File: src/rtl/irq_ctrl_pkg.sv
// irq_ctrl_pkg: shared state encoding for the interrupt controller
package irq_ctrl_pkg;
  localparam logic [1:0] ST_IDLE    = 2'd0;
  localparam logic [1:0] ST_REQUEST = 2'd1;
  localparam logic [1:0] ST_SERVICE = 2'd2;
  typedef enum logic [1:0] {
    IDLE    = ST_IDLE,
    REQUEST = ST_REQUEST,
    SERVICE = ST_SERVICE
  } state_t;
endpackage

File: src/rtl/irq_prio_enc.sv
// irq_prio_enc: lowest-index-first priority encoder
module irq_prio_enc #(
  parameter int N = 8,
  parameter int W = 3
) (
  input  logic [N-1:0] req,
  output logic         valid,
  output logic [W-1:0] idx
);
  always_comb begin
    valid = |req;
    idx = '0;
    for (int i = N - 1; i >= 0; i--)
      if (req[i]) idx = W'(i);
  end
endmodule

File: src/rtl/irq_ctrl.sv
// irq_ctrl: latches, masks and arbitrates NUM_IRQ sources onto a single core request,
// holding the vector stable from request through acknowledge until end-of-interrupt.
module irq_ctrl
  import irq_ctrl_pkg::*;
#(
  parameter int                   NUM_IRQ    = 8,
  parameter logic [NUM_IRQ-1:0]   EDGE_MASK  = {NUM_IRQ{1'b1}},
  parameter logic [NUM_IRQ-1:0]   MASK_RESET = {NUM_IRQ{1'b1}},
  parameter int                   NUM_WIDTH  = 16
) (
  input  logic                 I_clk,
  input  logic                 I_reset,
  input  logic [NUM_IRQ-1:0]   I_irq,
  input  logic                 I_mask_we,
  input  logic [NUM_IRQ-1:0]   I_mask_data,
  input  logic                 I_ack,
  input  logic                 I_eoi,
  output logic                 O_irq_active,
  output logic [NUM_WIDTH-1:0] O_irq_number,
  output logic [NUM_IRQ-1:0]   O_mask,
  output logic [NUM_IRQ-1:0]   O_pending,
  output logic                 O_in_service
);
  localparam int IW = NUM_IRQ > 1 ? $clog2(NUM_IRQ) : 1;
  state_t state;
  logic [NUM_IRQ-1:0] irq_q, eligible, edge_set, ack_clr;
  logic [IW-1:0] sel, idx;
  logic valid, take_ack;
  assign take_ack = state == REQUEST && I_ack;
  assign eligible = O_pending & O_mask;
  assign edge_set = I_irq & ~irq_q;
  // only edge channels are consumed by acknowledge; a fresh edge in the same cycle survives
  assign ack_clr = take_ack ? EDGE_MASK & (NUM_IRQ'(1) << sel) : '0;
  assign O_irq_number = NUM_WIDTH'(sel);
  irq_prio_enc #(.N(NUM_IRQ), .W(IW)) u_enc (.req(eligible), .valid(valid), .idx(idx));
  always_ff @(posedge I_clk or posedge I_reset) begin
    if (I_reset) begin
      state <= IDLE;
      irq_q <= '0;
      O_pending <= '0;
      O_mask <= MASK_RESET;
      sel <= '0;
      O_irq_active <= 1'b0;
      O_in_service <= 1'b0;
    end else begin
      irq_q <= I_irq;
      O_pending <= (EDGE_MASK & ((O_pending & ~ack_clr) | edge_set)) | (~EDGE_MASK & I_irq);
      if (I_mask_we) O_mask <= I_mask_data;
      case (state)
        IDLE: if (valid) begin
          sel <= idx;
          O_irq_active <= 1'b1;
          state <= REQUEST;
        end
        REQUEST: if (I_ack) begin
          O_irq_active <= 1'b0;
          O_in_service <= 1'b1;
          state <= SERVICE;
        end
        SERVICE: if (I_eoi) begin
          O_in_service <= 1'b0;
          state <= IDLE;
        end
        default: state <= IDLE;
      endcase
    end
  end
endmodule

File: config.mk
export PLATFORM = sky130hd
export DESIGN_NAME = irq_ctrl
export DESIGN_NICKNAME = d
export VERILOG_FILES = /design/src/rtl/irq_ctrl_pkg.sv /design/src/rtl/irq_prio_enc.sv /design/src/rtl/irq_ctrl.sv
export SDC_FILE = /design/constraint.sdc
export NUM_CORES = 1
export LEC_CHECK = 0
export ABC_CLOCK_PERIOD_IN_PS = 1350
export CORE_MARGIN = 2
export CORE_UTILIZATION = 38
export CTS_CLUSTER_DIAMETER = 30
export DETAILED_ROUTE_END_ITERATION = 8
export PLACE_DENSITY = 0.75
export SETUP_SLACK_MARGIN = 0.05
export SYNTH_ARGS = -nofsm -noshare
export SYNTH_HDL_FRONTEND = slang
export SYNTH_SLANG_ARGS = --single-unit
File: constraint.sdc
create_clock -name I_clk -period 1.35 [get_ports I_clk]
set_clock_uncertainty 0.05 [all_clocks]
set_input_delay 0.27 -clock I_clk [delete_from_list [all_inputs] [get_ports I_clk]]
set_output_delay 0.27 -clock I_clk [all_outputs]
set_load 0.01 [all_outputs]
======== Yosys cells after proc, flatten, opt, wreduce, memory -nomap -nowiden ========
Cells that the tools add are included.
word-level totals
  word-level logic and storage cells ...... 47
  register bits ........................... 31
  output and inout bits ................... 34
  input bits .............................. 21
operators by class
  reduce and logical (&&, ||, !) cells .... 9
  equal/unequal tests ..................... 5
  muxes and demuxes ....................... 19
  bitwise operators ....................... 6
  shift operators ......................... 1
operators with widths
  kind                                                    number
  AND 8 bit                                               3
  two-way mux 3 bit                                       8
  NOT 8 bit                                               2
  AND reduction 3 bit                                     3
  two-way mux 8 bit                                       1
  bitwise OR 8 bit                                        1
  OR reduction 8 bit                                      1
  left shift 1 x 3 -> 8 bit (first input constant)        1
  two-way mux 2 bit                                       3
  case mux 2 bit (3 select lines)                         1
  two-way mux 1 bit                                       4
  inequality test 2 bit (second input constant)           2
  case mux 1 bit (2 select lines)                         2
  nonzero test 2 bit                                      2
  == test 2 x 1 -> 1 bit (second input constant)          1
  == test 2 bit (second input constant)                   1
  zero test 2 bit                                         1
  inequality test 2 x 1 -> 1 bit (second input constant)  1
  AND reduction 2 bit                                     1
  logical AND 1 bit                                       1

======== Longest topological paths before layout ========
  word-level depth ........................ 9
  gate-level depth with buffers ........... 4
  gate-level depth less buffers ........... 4

======== Modules after synthesis ========
Synthesis repeated with hierarchy kept, for this count alone.
unflattened totals
  cell total of the unflattened synthesis .. 123
  area, all modules ....................... 1436.4 µm²
by module, submodules not included
  module        cells each  times used  seq. area each (µm²)  area each (µm²)
  irq_ctrl      110         1           785.8                 1355.0
  irq_prio_enc  13          1           0.0                   81.3

======== Least setup slack after synthesis ========
No wires, ideal clock.
  kind .................................... register -> register
  start point ............................. reg O_pending[3]
  end point ............................... reg sel[0]
  setup slack ............................. -0.034 ns
  setup time .............................. 0.125 ns
  stages on the path, launching flop included .. 5
  period minus slack after synthesis ...... 1.384 ns
  data required time ...................... 1.175 ns
  path buffers ............................ 0
  arrival ................................. 1.209 ns
  cells stage by stage .................... dfrtp_1 a22oi_4 nand2_2 o21a_1 mux2_4
between the ends
  longest elaborated chain between the ends .. 5
  elaborated cells between the ends (all ways) .. 7
  classes of those cells .................. mux (4); bitwise (1); reduce/logical (2)
RTL lines
  item                             line                RTL
  from (decl)                      irq_ctrl.sv:21      output logic [NUM_IRQ-1:0] O_pending,
  from (signal assigned)           irq_ctrl.sv:47      O_pending <= (EDGE_MASK & ((O_pending & ~ack_clr) | edge_set)) | (~EDGE_MASK & I_irq);
  AND 8 bit (*)                    irq_ctrl.sv:30      assign eligible = O_pending & O_mask;
  two-way mux 3 bit (4 in series)  irq_prio_enc.sv:14  if (req[i]) idx = W'(i);
  to (signal assigned)             irq_ctrl.sv:51      sel <= idx;
  to (decl)                        irq_ctrl.sv:27      logic [IW-1:0] sel, idx;
Mark *: on every way between the ends. The rest lies on a longest branch, timed or not.
A chain may end at the register's enable or synchronous reset.

======== Final worst setup path ========
  start point ............................. reg O_pending[6]
  end point ............................... reg sel[0]
between the ends
  longest elaborated chain between the ends .. 8
  elaborated cells between the ends (all ways) .. 10
  classes of those cells .................. mux (7); bitwise (1); reduce/logical (2)
RTL lines
  item                             line
  AND 8 bit (*)                    irq_ctrl.sv:30
  two-way mux 3 bit (7 in series)  irq_prio_enc.sv:14
Marks and branches as above.

==> summary.txt <==
Synthesis
  • Seq/Total Area, Yosys: 0.577
  • Post-synth EDFFs: 0
  • Synth top area share: 0.423
  • Synthesized area: roughly 1400 um^2
  • Ys async rst share: 1.00
  • Synth area leaders: dfrtp_1 42%, dfstp_2 15%, buf_4 7.2%
  • Top_reg_cell synth: dfrtp_1
  • Mapped Cells: roughly 120
  • Mean post-synth cell area: approximately 12 um^2
  • Most frequent cell after synthesis: dfrtp_1
  • Top cells by count, synth: 23 x dfrtp_1, 13 x buf_4, 12 x inv_1
  • Flops & latches, synth: 31
  • Netlist cell types: 28
  • Yosys warnings: 0
  • Largest area contributor in the netlist: dfrtp_1

GRT
  • First-pass GRT wire length: 5.64 mm
  • Antenna violations before repair: 0
  • Grt total ovfl: 0
  • Vias in the first global route: 1,205
  • Pin count of the biggest net entering global routing: 32
  • GRT Util Overall: 0.186

Power and ir drop
  • Power consumption: 0.00382 W
  • Pwr dens: 1710 nW/um^2
  • LEAKAGE: 1.01 nW
  • VDD IR max: 937 uV

Job
  • Number of max-cap violations: 0

Cells and area
  • Fill cells: about 260
  • Antenna Cells: 0
  • Sequential cell area: 791 um^2
  • Layout cells sized above 1: 0.529
  • Multi-input logic area: 513 um^2
  • Final #Nets: between 200 and 250
  • Area grow syn2layout: 64.2%

Timing
  • Worst setup margin: -0.172 ns
  • Setup TNS: -0.457 ns
  • Final Cycle Share: 1.13
  • Max-slew violations: 0
  • FMAX: 657 MHz
  • Min cycle time layout: ~1.5 ns
  • RSZ-0062 raised after global routing: true
  • Endpoints failing setup: 7
  • Final number of hold-violating endpoints: 0

Worst setup path
  • CP endpoint kind: flop
  • CP Max Fanout: 3
  • Setup crit start kind: flop
  • Worst endpoint required time: 1.52 ns
  • Reg2reg setup slack: -0.17 ns
  • Critical Path AT: 1.70 ns
  • CP Class: flop to flop

Clock network
  • CTS Buffer Depth: 2
  • CTS tree: done
  • H-tree depth: 2
  • CTS Buf Count: 5
  • Sink Count: 31
  • Clock-pin slew on the worst setup and hold paths: 0.09 ns
  • Clk Tree Root Cell: clkbuf_4
  • Clk Latency, worst-skew pair: 0.33 ns

Detailed routing
  • Antenna Nets Post-Route: 0
  • Vias per cell: between 4 and 5
  • Final wirelength: approximately 3.6 mm
  • Iter 0 DRT Violations: 25
  • Via count: 1,198
  • First drt pass iteration count: 5
  • DR WL/cell: approximately 14 um
  • DRC Markers: 0

Floorplan
  • Number of I/O pins: 55
  • Initial Util: 0.402
  • DIE HEIGHT: 63.9 um
  • Die area: approximately 4000 um^2
  • Die W: around 64 um
  • Core box area: ~3400 um^2
  • Rows: 21

Run status
  • Failing checks: negative setup slack
  • Status: complete, but fails checks

Placement
  • Final GP Congestion: 0.850
  • Port Buf Inserts: 41
  • Post-DP HPWL: 2.40 mm

Hold path
  • Hold/Removal Path Class: input port to asynchronous set/reset pin
[timing repair]
item	in CTS	in global routing
hold buffers	0	0
setup endpoints to repair	26	31
pin swaps	3	10
gates resized for setup	93	26
setup buffers	19	7
[layer usage]
layer	share of wire	vias up	track usage
met5	0	-	0
met3	0.074	7	0.0581
met1	0.38	575	0.217
li1	-	568	-
met4	0.013	0	0.0625
met2	0.53	48	0.323
[sequential cells by signal, summed over array words and instances, names as in the netlist]
signal,flops
O_mask,8
O_pending,8
irq_q,8
sel,3
state,2
O_in_service,1
O_irq_active,1
[worst max-delay path, cell delays in order, from the launching register on]
cell and delay [ns]:
dfrtp_1 0.40, buf_6 0.12, a22oi_2 0.19, nand2_1 0.11
o21a_1 0.23, mux2_4 0.31
[area by class of cell]
class | instances | area share
Sequential cell | 31 | 0.354
Multi-Input combinational cell | 72 | 0.229
Tap cell | 46 | 0.0257
Timing Repair Buffer | 86 | 0.345
Clock buffer | 6 | 0.0229
Inverter | 12 | 0.0213
Clock inverter | 1 | 0.00224
[logic make-up (layout without fill, tap and decap cells)]
family	Yosys count	after routing	synth area share
DFF	31	31	0.577
buffers and inverters	26	105	0.108
AOI/OAI and AO/OA	35	35	0.180
muxes	9	9	0.0772
other	1	13	0.00275
and+or+nand+nor	15	15	0.0552
[power breakdown]
part | total, W | switching [W] | internal, W
Clock | 0.000541 | 0.000300 | 0.000241
Sequential | 0.00136 | 0.000195 | 0.00117
Combinational | 0.00191 | 0.000842 | 0.00107
Total | 0.00382 | 0.00134 | 0.00248
[cells in the final DEF, fill, tap and decap left out, types with 2 or more instances in the layout]
master | synthesis | routed
a32oi_1 | 2 | 2
nor2_1 | 2 | 2
buf_2 | 0 | 4
a21oi_1 | 6 | 3
dfrtp_1 | 23 | 19
dfstp_2 | 8 | 8
clkbuf_4 | 0 | 5
conb_1 | 1 | 13
buf_6 | 0 | 18
o31ai_2 | 0 | 2
dfrtp_2 | 0 | 4
inv_1 | 12 | 11
o21ai_2 | 0 | 2
clkdlybuf4s50_1 | 0 | 20
a21oi_2 | 0 | 2
a22oi_2 | 3 | 3
nand2_1 | 6 | 6
clkbuf_2 | 0 | 3
o21ai_1 | 7 | 12
mux2_2 | 8 | 8
buf_4 | 13 | 39
nand2b_1 | 2 | 2
buf_12 | 0 | 2
[per-stage QoR]
step | util | setup WS [ns] | instances | hold WS, ns | area, um^2
floorplan | - | -0.0192 | 129 | 0.251 | 1410
detailed placement | 0.573 | -0.311 | 221 | 0.359 | 1940
CTS | 0.634 | -0.163 | 247 | 0.212 | 2150
finish | 0.660 | -0.172 | 254 | 0.211 | 2240
global placement | 0.573 | -0.196 | 221 | 0.344 | 1940
global route | 0.660 | -0.191 | 254 | 0.246 | 2240
[path summary, 6_finish.rpt]
check | start | to | cells past startpoint
worst max-delay path | O_pending[6] | sel[0] | 5
worst min-delay path | I_reset | irq_q[6] | 3
worst max register to register | O_pending[6] | sel[0] | 5
worst min register to register | irq_q[6] | O_pending[6] | 1
max in group asynchronous | I_reset | O_mask[2] | 3
min in group I_clk | I_irq[6] | irq_q[6] | 1
No activity file was read; power rests on OpenSTA's default activity.
